===== src/rtl/pid_pkg.sv =====
// pid_pkg: default widths, deadband threshold and saturation helpers for the PID controller.
// Latency: n/a (constants and pure functions only).
// Backpressure: n/a.
package pid_pkg;

   localparam int PID_ERR_W   = 13;
   localparam int PID_DRV_W   = 12;
   localparam int PID_INTG_W  = 18;
   localparam int PID_D_DEPTH = 3;
   localparam int PID_D_SAT_W = 9;
   localparam int PID_D_SHIFT = 1;
   localparam int PID_DBAND   = 4;

   // clamp v into the closed range [lo, hi]
   function automatic int clamp_range(input int v, input int lo, input int hi);
      int r;
      r = v;
      if (v < lo) begin
         r = lo;
      end else if (v > hi) begin
         r = hi;
      end
      return r;
   endfunction

   // saturate v to the range representable by a w-bit two's complement value
   function automatic int sat_signed(input int v, input int w);
      return clamp_range(v, -(1 <<< (w - 1)), (1 <<< (w - 1)) - 1);
   endfunction

endpackage


===== src/rtl/pid_decimator.sv =====
// pid_decimator: free-running wrap counter; o_decim_full marks the all-ones count.
// Latency: o_decim_full is combinational from the counter register.
// Backpressure: none, the counter never stalls.
module pid_decimator #(
   parameter int DEC_W = 15
)(
   input  logic i_clk,
   input  logic i_rst,
   output logic o_decim_full
);

   logic [DEC_W-1:0] r_cnt;

   // count every clock, wrapping from all-ones back to zero
   always_ff @(posedge i_clk or posedge i_rst) begin
      if (i_rst) begin
         r_cnt <= '0;
      end else begin
         r_cnt <= r_cnt + DEC_W'(1);
      end
   end

   assign o_decim_full = &r_cnt;

endmodule


===== src/rtl/pid_ctrl_param.sv =====
// pid_ctrl_param: PID motor assist, signed error in, clipped unsigned drive magnitude out.
// Latency: drv_vld pulses exactly 2 clk after err_vld; optional deadband via PID_DEADBAND_EN.
// Backpressure: none, a new sample is accepted every cycle with no stall.
module pid_ctrl_param
   import pid_pkg::*;
#(
   parameter int ERR_W    = PID_ERR_W,
   parameter int DRV_W    = PID_DRV_W,
   parameter int INTG_W   = PID_INTG_W,
   parameter int D_DEPTH  = PID_D_DEPTH,
   parameter int D_SAT_W  = PID_D_SAT_W,
   parameter int D_SHIFT  = PID_D_SHIFT,
   parameter int FAST_SIM = 1
)(
   input  logic             clk,
   input  logic             rst,
   input  logic             err_vld,
   input  logic [ERR_W-1:0] error,
   input  logic             not_pedaling,
   output logic [DRV_W-1:0] drv_mag,
   output logic             drv_vld,
   output logic             sat_hi,
   output logic             sat_lo
);

   localparam int DEC_W    = (FAST_SIM != 0) ? 15 : 20;
   localparam int P_W      = ERR_W + 1;
   localparam int D_W      = D_SAT_W + D_SHIFT;
   localparam int SUM_W    = DRV_W + 3;
   localparam int INTG_MAX = (1 << (INTG_W - 1)) - 1;

   logic                    w_decim_full;
   logic signed [ERR_W-1:0] w_err;
   logic                    w_upd;
   int                      w_intg_next;
   int                      w_d_raw;
   logic signed [D_W-1:0]   w_d_term;
   logic signed [SUM_W-1:0] w_sum;

   logic [INTG_W-1:0]       r_intg;
   logic signed [ERR_W-1:0] r_hist [D_DEPTH];
   logic                    r_s1_vld;
   logic signed [P_W-1:0]   r_p;
   logic [DRV_W-1:0]        r_i;
   logic signed [D_W-1:0]   r_d;
   logic [DRV_W-1:0]        r_drv_mag;
   logic                    r_drv_vld;
   logic                    r_sat_hi;
   logic                    r_sat_lo;

   pid_decimator #(
      .DEC_W (DEC_W)
   ) u_dec (
      .i_clk        (clk),
      .i_rst        (rst),
      .o_decim_full (w_decim_full)
   );

`ifdef PID_DEADBAND_EN
   // errors within the deadband are treated as exactly zero everywhere downstream
   assign w_err = ((int'($signed(error)) <= PID_DBAND) && (int'($signed(error)) >= -PID_DBAND))
                  ? '0 : $signed(error);
`else
   assign w_err = $signed(error);
`endif

   // integrator and history advance only on a valid sample in a decimation slot
   assign w_upd       = err_vld && w_decim_full;
   assign w_intg_next = clamp_range(int'(r_intg) + int'(w_err), 0, INTG_MAX);

   // derivative against the oldest held sample, evaluated on every valid sample
   assign w_d_raw  = int'(w_err) - int'(r_hist[D_DEPTH-1]);
   assign w_d_term = D_W'(sat_signed(w_d_raw, D_SAT_W) <<< D_SHIFT);

   // all three terms sign-extended; the I term is non-negative so it gets a zero sign bit
   assign w_sum = SUM_W'(r_p) + SUM_W'($signed({1'b0, r_i})) + SUM_W'(r_d);

   // integrator: clamped accumulate, cleared whenever the rider is not pedaling
   always_ff @(posedge clk or posedge rst) begin
      if (rst) begin
         r_intg <= '0;
      end else if (not_pedaling) begin
         r_intg <= '0;
      end else if (w_upd) begin
         r_intg <= INTG_W'(w_intg_next);
      end
   end

   // decimated error history used by the derivative
   always_ff @(posedge clk or posedge rst) begin
      if (rst) begin
         for (int k = 0; k < D_DEPTH; k++) begin
            r_hist[k] <= '0;
         end
      end else if (w_upd) begin
         r_hist[0] <= w_err;
         for (int k = 1; k < D_DEPTH; k++) begin
            r_hist[k] <= r_hist[k-1];
         end
      end
   end

   // stage 1: capture P, pre-update I and D for each valid sample
   always_ff @(posedge clk or posedge rst) begin
      if (rst) begin
         r_s1_vld <= 1'b0;
         r_p      <= '0;
         r_i      <= '0;
         r_d      <= '0;
      end else begin
         r_s1_vld <= err_vld;
         if (err_vld) begin
            r_p <= P_W'(w_err);
            r_i <= r_intg[INTG_W-2 -: DRV_W];
            r_d <= w_d_term;
         end
      end
   end

   // stage 2: sum, clip to the unsigned drive range and flag saturation
   always_ff @(posedge clk or posedge rst) begin
      if (rst) begin
         r_drv_vld <= 1'b0;
         r_drv_mag <= '0;
         r_sat_hi  <= 1'b0;
         r_sat_lo  <= 1'b0;
      end else begin
         r_drv_vld <= r_s1_vld;
         if (r_s1_vld) begin
            if (w_sum[SUM_W-1]) begin
               r_drv_mag <= '0;
               r_sat_hi  <= 1'b0;
               r_sat_lo  <= 1'b1;
            end else if (|w_sum[SUM_W-2:DRV_W]) begin
               r_drv_mag <= '1;
               r_sat_hi  <= 1'b1;
               r_sat_lo  <= 1'b0;
            end else begin
               r_drv_mag <= w_sum[DRV_W-1:0];
               r_sat_hi  <= 1'b0;
               r_sat_lo  <= 1'b0;
            end
         end
      end
   end

   assign drv_mag = r_drv_mag;
   assign drv_vld = r_drv_vld;
   assign sat_hi  = r_sat_hi;
   assign sat_lo  = r_sat_lo;

endmodule


===== config.mk =====
export PLATFORM = sky130hd
export DESIGN_NAME = pid_ctrl_param
export DESIGN_NICKNAME = d
export VERILOG_FILES = /design/src/rtl/pid_pkg.sv /design/src/rtl/pid_decimator.sv /design/src/rtl/pid_ctrl_param.sv
export SDC_FILE = /design/constraint.sdc
export NUM_CORES = 1
export LEC_CHECK = 0
export ABC_AREA = 1
export CAP_MARGIN = 20
export CORE_MARGIN = 3
export CORE_UTILIZATION = 50
export CTS_CLUSTER_SIZE = 14
export DETAILED_ROUTE_END_ITERATION = 8
export GPL_TIMING_DRIVEN = 0
export PLACE_DENSITY = 0.77
export SLEW_MARGIN = 20
export SYNTH_ARGS = -nofsm -noshare
export SYNTH_HDL_FRONTEND = slang
export SYNTH_SLANG_ARGS = --single-unit
export TNS_END_PERCENT = 50

===== constraint.sdc =====
create_clock -name clk -period 4.45 [get_ports clk]
set_input_delay 0.89 -clock clk [delete_from_list [all_inputs] [get_ports clk]]
set_output_delay 0.89 -clock clk [all_outputs]
set_load 0.01 [all_outputs]

### Word-level counts from Yosys, hierarchy flattened

Index checks and enable logic that the tools add are counted.
Widths: inputs -> output; s select.

| word-level totals | value |
|---|---|
| flip-flop bits (word level) | 122 |
| output and inout bits | 15 |
| word-level logic and storage cells | 37 |

| cells by class | value |
|---|---|
| add/subtract/negate cells | 5 |
| order comparisons | 4 |
| mux-type cells | 11 |
| reductions and logical operators | 4 |

Operators by type and width:

| kind | count |
|---|---|
| $mux 18 | 4 |
| $mux 12 | 2 |
| $add 19x13->20 | 1 |
| $gt 20x18->1 const B | 1 |
| $lt 20x1->1 const B | 1 |
| $mux 9 | 2 |
| $add 14x10->15 | 1 |
| $add 15x1->15 const B | 1 |
| $reduce_and 15->1 | 1 |
| $add 13x13->14 | 1 |
| $gt 14x9->1 const B | 1 |
| $lt 14x9->1 const B | 1 |
| $sub 13x13->14 | 1 |
| $mux 1 | 3 |
| $reduce_bool 2->1 | 1 |
| $reduce_or 2->1 | 1 |
| $logic_and 1x1->1 | 1 |

### Logic depth before layout (Yosys ltp)

Gate-level depths: netlist of run 1.

| logic depth | value |
|---|---|
| word-level depth | 6 |
| depth in mapped cells | 16 |

### Modules after synthesis

A second synthesis of run 1 with hierarchy kept.

| unflattened totals | value |
|---|---|
| cell total of the unflattened synthesis | 1003 |
| area, all modules | 7672.4 um^2 |

By module, submodules not included:

| module | instances | cells an instance | area an instance (um^2) |
|---|---|---|---|
| pid_ctrl_param | 1 | 918 | 6936.7 |
| pid_decimator | 1 | 85 | 735.7 |

### Least setup slack after synthesis of run 1

Ideal clock, no wire load.

| path | value |
|---|---|
| path kind | register -> register |
| start point | reg r_p[1] |
| end point | reg r_drv_mag[1], in the netlist drv_mag[1] |
| data arrival time | 2596 ps |
| required time | 4321 ps |
| slack | 1725 ps |
| stages on the path, launching flop included | 13 |
| cells stage by stage | dfrtp_1 > fa_1 > ha_1 > inv_1 > fa_1 > o21ai_0 > nand3_1 > nand3_1 > xor2_1 > o21ai_0 > nand2_1 > buf_2 > nand3_1 |

| on the way | value |
|---|---|
| longest elaborated chain between the ends | 5 |

RTL lines:

| what | RTL line | source |
|---|---|---|
| start: declaration | pid_ctrl_param.sv:43 | `logic signed [P_W-1:0] r_p;` |
| start signal: assignment | pid_ctrl_param.sv:113 | `r_p <= P_W'(w_err);` |
| $add 13x13->14 (*) | pid_ctrl_param.sv:76 | `assign w_sum = SUM_W'(r_p) + SUM_W'($signed({1'b0, r_i})) + SUM_W'(r_d);` |
| $add 14x10->15 (*) | pid_ctrl_param.sv:76 |  |
| $reduce_or 2->1 | pid_ctrl_param.sv:134 | `end else if (\|w_sum[SUM_W-2:DRV_W]) begin` |
| $mux 12 | pid_ctrl_param.sv:134 |  |
| $mux 12 (*) | pid_ctrl_param.sv:130 | `if (w_sum[SUM_W-1]) begin` |
| end signal: assignment | pid_ctrl_param.sv:139 | `r_drv_mag <= w_sum[DRV_W-1:0];` |
| end: declaration | pid_ctrl_param.sv:46 | `logic [DRV_W-1:0] r_drv_mag;` |

Mark *: on every way between the ends. The rest lies on a longest branch, timed or not.
A chain may end at the register's enable or synchronous reset.

### Worst setup path after layout of run 1

| path | value |
|---|---|
| start point | in error[12] |
| end point | reg r_intg[7] |

| on the way | value |
|---|---|
| longest elaborated chain between the ends | 6 |

RTL lines:

| what | RTL line | source |
|---|---|---|
| start: declaration | pid_ctrl_param.sv:18 | `input logic [ERR_W-1:0] error,` |
| $add 19x13->20 (*) | pid_ctrl_param.sv:69 | `assign w_intg_next = clamp_range(int'(r_intg) + int'(w_err), 0, INTG_MAX);` |
| $gt 20x18->1 | pid_pkg.sv:20 | `end else if (v > hi) begin` |
| $mux 18 | pid_pkg.sv:20 |  |
| $mux 18 (*) | pid_pkg.sv:18 | `if (v < lo) begin` |
| $mux 18 (*) | pid_ctrl_param.sv:84 | `end else if (w_upd) begin` |
| $mux 18 (*) | pid_ctrl_param.sv:82 | `end else if (not_pedaling) begin` |
| end signal: assignment | pid_ctrl_param.sv:85 | `r_intg <= INTG_W'(w_intg_next);` |
| end: declaration | pid_ctrl_param.sv:40 | `logic [INTG_W-1:0] r_intg;` |

Mark *: on every way between the ends. The rest lies on a longest branch, timed or not. The select of a mux whose other input is x is not followed.

==> impl_metrics.ini, run 1 <==
[global_routing]
grt_pass1_wl_um = 28600
grt-ovfl-total = 0
grt_pass1_vias = 5937
antenna_found_initial = 0
grtUsageTotal = 0.219
grt_max_degree = 73

[floorplan]
die_x_um = 129
core_um2 = 14600
io_pins = 32
die_h_um = 129
start_util = 0.513
rows = 44
dieArea_um2 = 16500

[timing]
finClkSkew_ps = 9.15
maxSlewViolCount = 0
setup_viol = 0
fmax_mhz = 297
rsz0062_at_grt = false
fin_crit_sh = 0.756
worst-slew-pin-transition_ps = 654
hold_slack_ps = 421
maxSlewHeadroom = 0.563
period_minus_slack_ps = 3360
hold_viol = 0

[synth]
synth_common_cells = nand2_1, dfrtp_1, inv_1, nand3_1, nor2_1
synth_seq_cells = 122
syn_avg_cell_area_um2 = 8.11
yosysTopAreaCellShare = 0.406
synth_nets = 1006
synthArstFlopShare = 1.00
synthMostInstantiatedCell = nand2_1
synth_ff_type = dfrtp_1
synth.cell_area_um2 = 7520
synth_cells = 927
post_synth_num_cell_types = 35
yosysWarnings = 0
synth_edf_count = 0
yosys-top-cells-area = dfrtp_1, nand2_1, ha_1
ys_seq_area_frac = 0.406
yosysTopAreaCell = dfrtp_1

[clock_tree]
cts_hold_buf = 0
cts_tree = yes
ctsLongestPathBuffers = 2
clkLatencyLatePin_ps = 430
clock_sink_count = 122
post_cts_resized = 0
cts_setup_buffers = 0
cts_inserted_buffers = 17
htreeDepth = 4
path_clk_slew_ps = 60
cts-root-buf = clkbuf_16

[routing]
drc = 0
wire_per_inst_um = 14.4
routed_wl_um = 16900
drt-vias-per-instance = 5.21
vias = 6119
drt.antenna.violating_nets = 0
drt_first_pass_iters = 5
drtIter0Drc = 443

[final_layout]
diodes = 0
nFillCells = 1307
utilization = 0.591
seq_area_um2 = 3050
drive_gt1_frac = 0.0817
multiInputGateArea_um2 = 3950
nets = 1057
area.growth.synth_to_final_pct = 15.2

[critical_path]
timing.rr.end = drv_mag[5]
crit_path_end_kind = register
startpoint_type = primary input
worstPathArrival_ps = 3680
r2r_slack_ps = 1440
worstReg2RegStart = r_i[1]
cp.required_ps = 4770
reg2regPathDepth = 12
critPathKind = in2reg
cp_max_fo = 11

[pwr]
power.density_nw_per_um2 = 357
ir_drop_uv = 274
total_leakage_power_nw = 4.60

[min_path]
min_path_type = reg2reg
holdCritStartpoint = r_s1_vld
holdPathEnd = drv_vld
hold_depth = 0

[run]
maxCapViolCount = 0

[placed_design]
place_congestion = 0.925
hpwlAfterDp_um = 12700
port_buffers = 31

[status]
status = finished, final reports clean
==> sequential cells by signal, summed over array words and instances (netlist names) <==
signal	flops
r_hist	39
r_intg	18
u_dec.r_cnt	15
r_p	13
drv_mag	12
r_i	12
r_d	9
drv_vld	1
r_s1_vld	1
sat_hi	1
sat_lo	1
==> power by group <==
group          switching [W]  internal (W)
sequential         0.0000424       0.00118
combinational       0.000315      0.000246
clock               0.000538      0.000776
total               0.000896       0.00220
==> worst max path at each step <==
stage | from | end | cells after the start
floorplan | rst | drv_mag[0] | 1
global placement | rst | r_intg[17] | 2
detailed placement | error[12] | r_intg[7] | 15
CTS | error[12] | r_intg[7] | 15
global route | error[12] | r_intg[6] | 15
finish | error[12] | r_intg[7] | 13
==> metal layers <==
layer  global-route usage  part of all wire
met4                0.113             0.038
met1                0.294              0.47
met3               0.0482             0.053
met2                0.335              0.44
met5                    0                 0
==> cells by family after synthesis <==
| group | Yosys count | share of synthesized area |
|---|---|---|
| simple gates | 454 | 0.254 |
| buf+inv | 129 | 0.0679 |
| flops | 122 | 0.406 |
| compound gates | 93 | 0.0676 |
| fa+ha+maj | 62 | 0.117 |
| xor+xnor | 41 | 0.0478 |
| mux | 26 | 0.0389 |
==> cell type report <==
cell class / count / area share
multi-input combinational: 676 / 0.457
sequential: 122 / 0.353
clock inverter: 15 / 0.0165
inverter: 110 / 0.0483
tap: 184 / 0.0266
clock buffer: 17 / 0.0491
buffer: 19 / 0.0113
timing repair buffer: 32 / 0.0390
==> worst max-delay path, stage by stage <==
cell and delay, ps:
clkdlybuf4s50_1 890, ha_1 390, a21oi_1 240, o21ai_0 180, a21oi_1 210, nand2_1 80
nand2_1 80, nand3_1 90, nand2_2 180, buf_4 230, nand3_1 90, nand2_1 70
nand2_1 60
==> through the flow <==
stage | instance area (µm²) | cells | setup TNS, ps | total power [W] | setup WS, ps
final | 8660 | 1175 | 0 | 0.00310 | 1090
after global routing | 8660 | 1175 | 0 | 0.00326 | 950
after CTS | 8660 | 1175 | 0 | 0.00312 | 1190
after detailed placement | 8090 | 1143 | 0 | 0.00180 | 763
after global placement | 8060 | 1142 | -162890 | 0.00178 | -1350
after floorplan | 7520 | 927 | 0 | 0.00159 | 317
==> placed cells by master, fill, tap and decap left out, types with 2 or more instances in the layout <==
master,n
xor2_1,24
fa_1,14
nand2_2,3
nand4_1,7
nor3_1,5
nor4_1,2
nand3_1,84
a31oi_1,4
clkbuf_16,17
nor2_1,59
clkinv_2,3
buf_2,6
dfrtp_1,122
clkdlybuf4s50_1,31
ha_1,48
nor3_4,2
buf_4,3
clkbuf_1,9
inv_1,107
clkinv_4,6
a21oi_1,49
mux2_2,26
o21ai_0,28
clkinv_1,2
xnor2_1,17
o21bai_1,7
inv_6,4
nand2_1,286
No activity file was read; power rests on OpenSTA's default activity.
==> run 2: changes to the inputs <==
--- a/config.mk
+++ b/config.mk
@@ -12,7 +12,7 @@
 export CTS_CLUSTER_SIZE = 14
 export DETAILED_ROUTE_END_ITERATION = 8
 export GPL_TIMING_DRIVEN = 0
-export PLACE_DENSITY = 0.77
+export PLACE_DENSITY = 0.79
 export SLEW_MARGIN = 20
 export SYNTH_ARGS = -nofsm -noshare
 export SYNTH_HDL_FRONTEND = slang
==> constraint.sdc (replaced) <==
create_clock -name clk -period 2.92 [get_ports clk]
set_input_delay 0.584 -clock clk [delete_from_list [all_inputs] [get_ports clk]]
set_output_delay 0.584 -clock clk [all_outputs]
set_load 0.01 [all_outputs]
==> impl_metrics.ini, run 2 (synthesis gave the netlist of run 1 again) <==
[run]
maxCapViolCount = 0

[final_layout]
top_register = r_hist
nFillCells = 1269
layout_commonest_cell = nand2_1
diodes = 0
area.growth.synth_to_final_pct = 17.3
utilization = 0.602
nets = 1061
mostFrequentLayoutCells = nand2_1, dfrtp_1, inv_1
largest_reg_flops = 39
top_regs = r_hist: 39 flops, r_intg: 18 flops, u_dec.r_cnt: 15 flops
drive_gt1_frac = 0.0955

[pwr]
total_leakage_power_nw = 4.64
p_total_w = 0.00485
power.density_nw_per_um2 = 550
ir_drop_uv = 480

[routing]
drt.antenna.violating_nets = 0
drt_first_pass_iters = 5
drc = 0
wire_per_inst_um = 14.7
drt-vias-per-instance = 5.29
routed_wl_um = 17400
drtIter0Drc = 534
vias = 6234

[critical_path]
cp_max_fo = 4
cp.required_ps = 3220
critPathKind = in2reg
worstPathArrival_ps = 3130
startpoint_type = primary input
crit_path_end_kind = register

[status]
status = finished, final reports clean

[timing]
tns_ps = 0
finClkSkew_ps = 8.08
period_minus_slack_ps = 2830
worst-slew-pin-transition_ps = 620
maxSlewViolCount = 0
hold_slack_ps = 428
fin_crit_sh = 0.968
fmax_mhz = 354
maxSlewHeadroom = 0.586
setup_viol = 0
hold_viol = 0

[clock_tree]
cts_inserted_buffers = 17
path_clk_slew_ps = 50
clock_sink_count = 122
cts_hold_buf = 0
ctsLongestPathBuffers = 2
clkLatencyLatePin_ps = 410
htreeDepth = 4
cts_tree = yes
cts-root-buf = clkbuf_16

[floorplan]
die_x_um = 129
core_um2 = 14600
rows = 44
die_h_um = 129
start_util = 0.513
io_pins = 32
dieArea_um2 = 16500

[global_routing]
grt-ovfl-total = 0
grt_pass1_vias = 6032
antenna_found_initial = 0
grtUsageTotal = 0.224
grt_pass1_wl_um = 29400
grt_max_degree = 33

[placed_design]
place_congestion = 0.933
hpwlAfterDp_um = 13000
port_buffers = 31

[min_path]
min_path_type = reg2reg
run 2: final timing paths:
check	from	endpoint	slack, ps	cells past startpoint
min in group asynchronous	rst	u_dec.r_cnt[4]	560	2
hold reg to reg	r_s1_vld	drv_vld	430	0
setup / recovery	error[0]	r_intg[16]	90	14
setup reg to reg	r_p[1]	drv_mag[8]	190	12
max in group asynchronous	rst	r_intg[7]	1450	5
hold / removal	r_s1_vld	drv_vld	430	0
run 2: power breakdown:
group          internal, W  switching [W]
Combinational     0.000393       0.000492
Clock              0.00136       0.000742
Sequential         0.00179      0.0000649
Total              0.00355        0.00130
run 2: worst max-delay path: stages:
cell and delay, ps:
clkdlybuf4s50_1 540, ha_1 260, inv_1 80, fa_1 400
inv_1 100, a31oi_1 160, o21ai_1 410, nand3_1 190
nand2_1 100, nand2_1 50, nand2_1 60, nand3_1 80
nand2_1 70, nand2_1 40
run 2: stage by stage:
| step | cell area, µm² | worst slack (ps) | cells |
|---|---|---|---|
| after detailed placement | 8150 | -472 | 1146 |
| final | 8820 | 93.4 | 1179 |
| after global routing | 8820 | -20.6 | 1179 |
| after floorplan | 7520 | 195 | 927 |
| after global placement | 8060 | -432 | 1142 |
| after CTS | 8750 | 1.07 | 1178 |
run 2: cell type report:
type	count	area, µm²	share of cell area
inverter	110	417	0.0473
buffer	19	101	0.0115
timing repair buffer	36	408	0.0463
tap	184	230	0.0261
multi-input combinational	676	4010	0.455
clock buffer	21	450	0.0511
sequential	122	3050	0.346
clock inverter	11	145	0.0165
run 2: what timing repair did:
item / CTS / global route
resized for setup: 3 / 18
hold endpoints to repair: 0 / 0
setup buffers: 0 / 1
endpoints found under the setup margin: 12 / 36
pin swaps: 0 / 2
gates cloned: 0 / 0
run 2: per-layer routing:
layer / up-vias / share of wire / track usage
li1: 3104 / - / -
met4: 0 / 0.025 / 0.0766
met5: - / 0 / 0
met1: 2893 / 0.46 / 0.315
met2: 209 / 0.45 / 0.347
met3: 28 / 0.066 / 0.0473
==> run 3: changes to the inputs <==
--- a/config.mk
+++ b/config.mk
@@ -12,7 +12,7 @@
 export CTS_CLUSTER_SIZE = 14
 export DETAILED_ROUTE_END_ITERATION = 8
 export GPL_TIMING_DRIVEN = 0
-export PLACE_DENSITY = 0.79
+export PLACE_DENSITY = 0.77
 export SLEW_MARGIN = 20
 export SYNTH_ARGS = -nofsm -noshare
 export SYNTH_HDL_FRONTEND = slang
==> constraint.sdc (replaced) <==
create_clock -name clk -period 2.8 [get_ports clk]
set_input_delay 0.56 -clock clk [delete_from_list [all_inputs] [get_ports clk]]
set_output_delay 0.56 -clock clk [all_outputs]
set_load 0.01 [all_outputs]
==> impl_metrics.ini, run 3 (synthesis gave the netlist of run 1 again) <==
[routing]
drc = 0
drt_first_pass_iters = 5
drt.antenna.violating_nets = 0
vias = 6285
wire_per_inst_um = 14.7
routed_wl_um = 17400
drtIter0Drc = 563
drt-vias-per-instance = 5.31

[critical_path]
endpoint = r_intg[2]
critPathSlowestCell = dlygate4sd2_1
critPathKind = in2reg
timing.rr.end = drv_mag[7]
reg2regPathDepth = 12
crit_path_end_kind = register
cp.required_ps = 3110
cp_max_fo = 11
startpoint_type = primary input
worstPathArrival_ps = 3010
worstReg2RegStart = r_p[1]
crit_start = error[12]
crit_top_cell = nand2_1
r2r_slack_ps = 120
slowest_delay_ps = 610
cp_cell_sequence = dlygate4sd2_1 -> ha_1 -> a21oi_1 -> o21ai_0 -> a21oi_1 -> nand2_1 -> nand2_1 -> nand3_1 -> nand2_2 -> buf_4 -> nand3_1 -> nand2_1 -> nand2_1

[clock_tree]
htreeDepth = 4
cts-root-buf = clkbuf_16
path_clk_slew_ps = 60
cts_hold_buf = 0
ctsLongestPathBuffers = 2
clkLatencyLatePin_ps = 420
cts_inserted_buffers = 17
cts_tree = yes
clock_sink_count = 122

[placed_design]
hpwlAfterDp_um = 12900
dpl.cell_count = 1145
placed_area_um2 = 8120
place_congestion = 0.930
port_buffers = 31

[pwr]
total_leakage_power_nw = 4.66
p_total_w = 0.00506
ir_drop_uv = 467
power.density_nw_per_um2 = 574

[final_layout]
stdcell_area_um2 = 8830
mostFrequentLayoutCells = nand2_1, dfrtp_1, inv_1
top_regs = r_hist: 39 flops, r_intg: 18 flops, u_dec.r_cnt: 15 flops
drive_gt1_frac = 0.100
nFillCells = 1231
diodes = 0
nets = 1065
top_register = r_hist
largest_reg_flops = 39
area.growth.synth_to_final_pct = 17.4
layout_commonest_cell = nand2_1
stdcell_count = 1183
utilization = 0.603

[timing]
tns_ps = 0
finClkSkew_ps = 6.35
hold_viol = 0
fin_crit_sh = 0.964
period_minus_slack_ps = 2700
maxSlewViolCount = 0
rsz0062_at_grt = true
maxSlewHeadroom = 0.558
setup_viol = 0
fmax_mhz = 370
worst-slew-pin-transition_ps = 661

[floorplan]
start_util = 0.513
dieArea_um2 = 16500
die_x_um = 129
rows = 44
die_h_um = 129
core_um2 = 14600
io_pins = 32

[status]
status = finished, final reports clean

[global_routing]
antenna_found_initial = 0
grt_pass1_wl_um = 29000
grt-ovfl-total = 0
grt_pass1_vias = 5928
grt_max_degree = 36
grtUsageTotal = 0.222

[min_path]
min_path_type = reg2reg

[run]
maxCapViolCount = 0
==> run 3: cell types whose count changed in the layout (fill, tap and decap cells not counted), moves of 2 or more <==
cell             change
buf_4                +3
clkbuf_1             -3
clkdlybuf4s50_1      -2
buf_6                +2
clkinv_4             +2
==> run 3: report_power, final <==
part	total [W]	switching, W	internal, W
Sequential	0.00194	0.0000691	0.00187
Combinational	0.000945	0.000521	0.000424
Clock	0.00218	0.000817	0.00136
Total	0.00506	0.00141	0.00366
==> run 3: routing by layer <==
layer / track usage / share of wire
met5: 0 / 0
met4: 0.0655 / 0.026
met3: 0.0535 / 0.049
met2: 0.356 / 0.46
met1: 0.301 / 0.46
==> run 3: worst min-delay path by stage <==
stage | from | to | slack [ps] | cells past startpoint
global placement | r_s1_vld | drv_vld | 410 | 0
finish | r_s1_vld | drv_vld | 430 | 0
CTS | r_s1_vld | drv_vld | 440 | 0
floorplan | r_s1_vld | drv_vld | 390 | 0
global route | r_s1_vld | drv_vld | 460 | 0
detailed placement | r_s1_vld | drv_vld | 430 | 0
==> run 3: timing repair <==
item,4_1_cts,5_1_grt
pin swaps,1,6
hold endpoints to repair,0,0
setup buffers,0,5
endpoints found under the setup margin,32,34
cloned,0,1
gates resized for setup,6,20
==> run 3: per-stage QoR <==
stage	hold slack (ps)	setup WS, ps
2_1_floorplan	389	74.8
3_3_place_gp	415	-514
3_5_place_dp	425	-522
4_1_cts	438	0.115
5_1_grt	459	-37.7
6_report	433	101
==> run 3: layout make-up <==
type,count,area (µm²),share of cell area
clock buffers,19,453,0.0513
well taps,184,230,0.0261
flip-flops and latches,122,3050,0.346
multi-input cells,676,4000,0.453
inverters,110,417,0.0472
clock inverters,13,144,0.0163
plain buffers,19,108,0.0122
repair buffers,40,423,0.0479
==> run 3: critical path: cells and delay by family <==
family	cells	cell delay (ps)
buffers and inverters	2	830
and+or+nand+nor	7	630
AOI/OAI and AO/OA	3	590
adders and majority gates	1	390
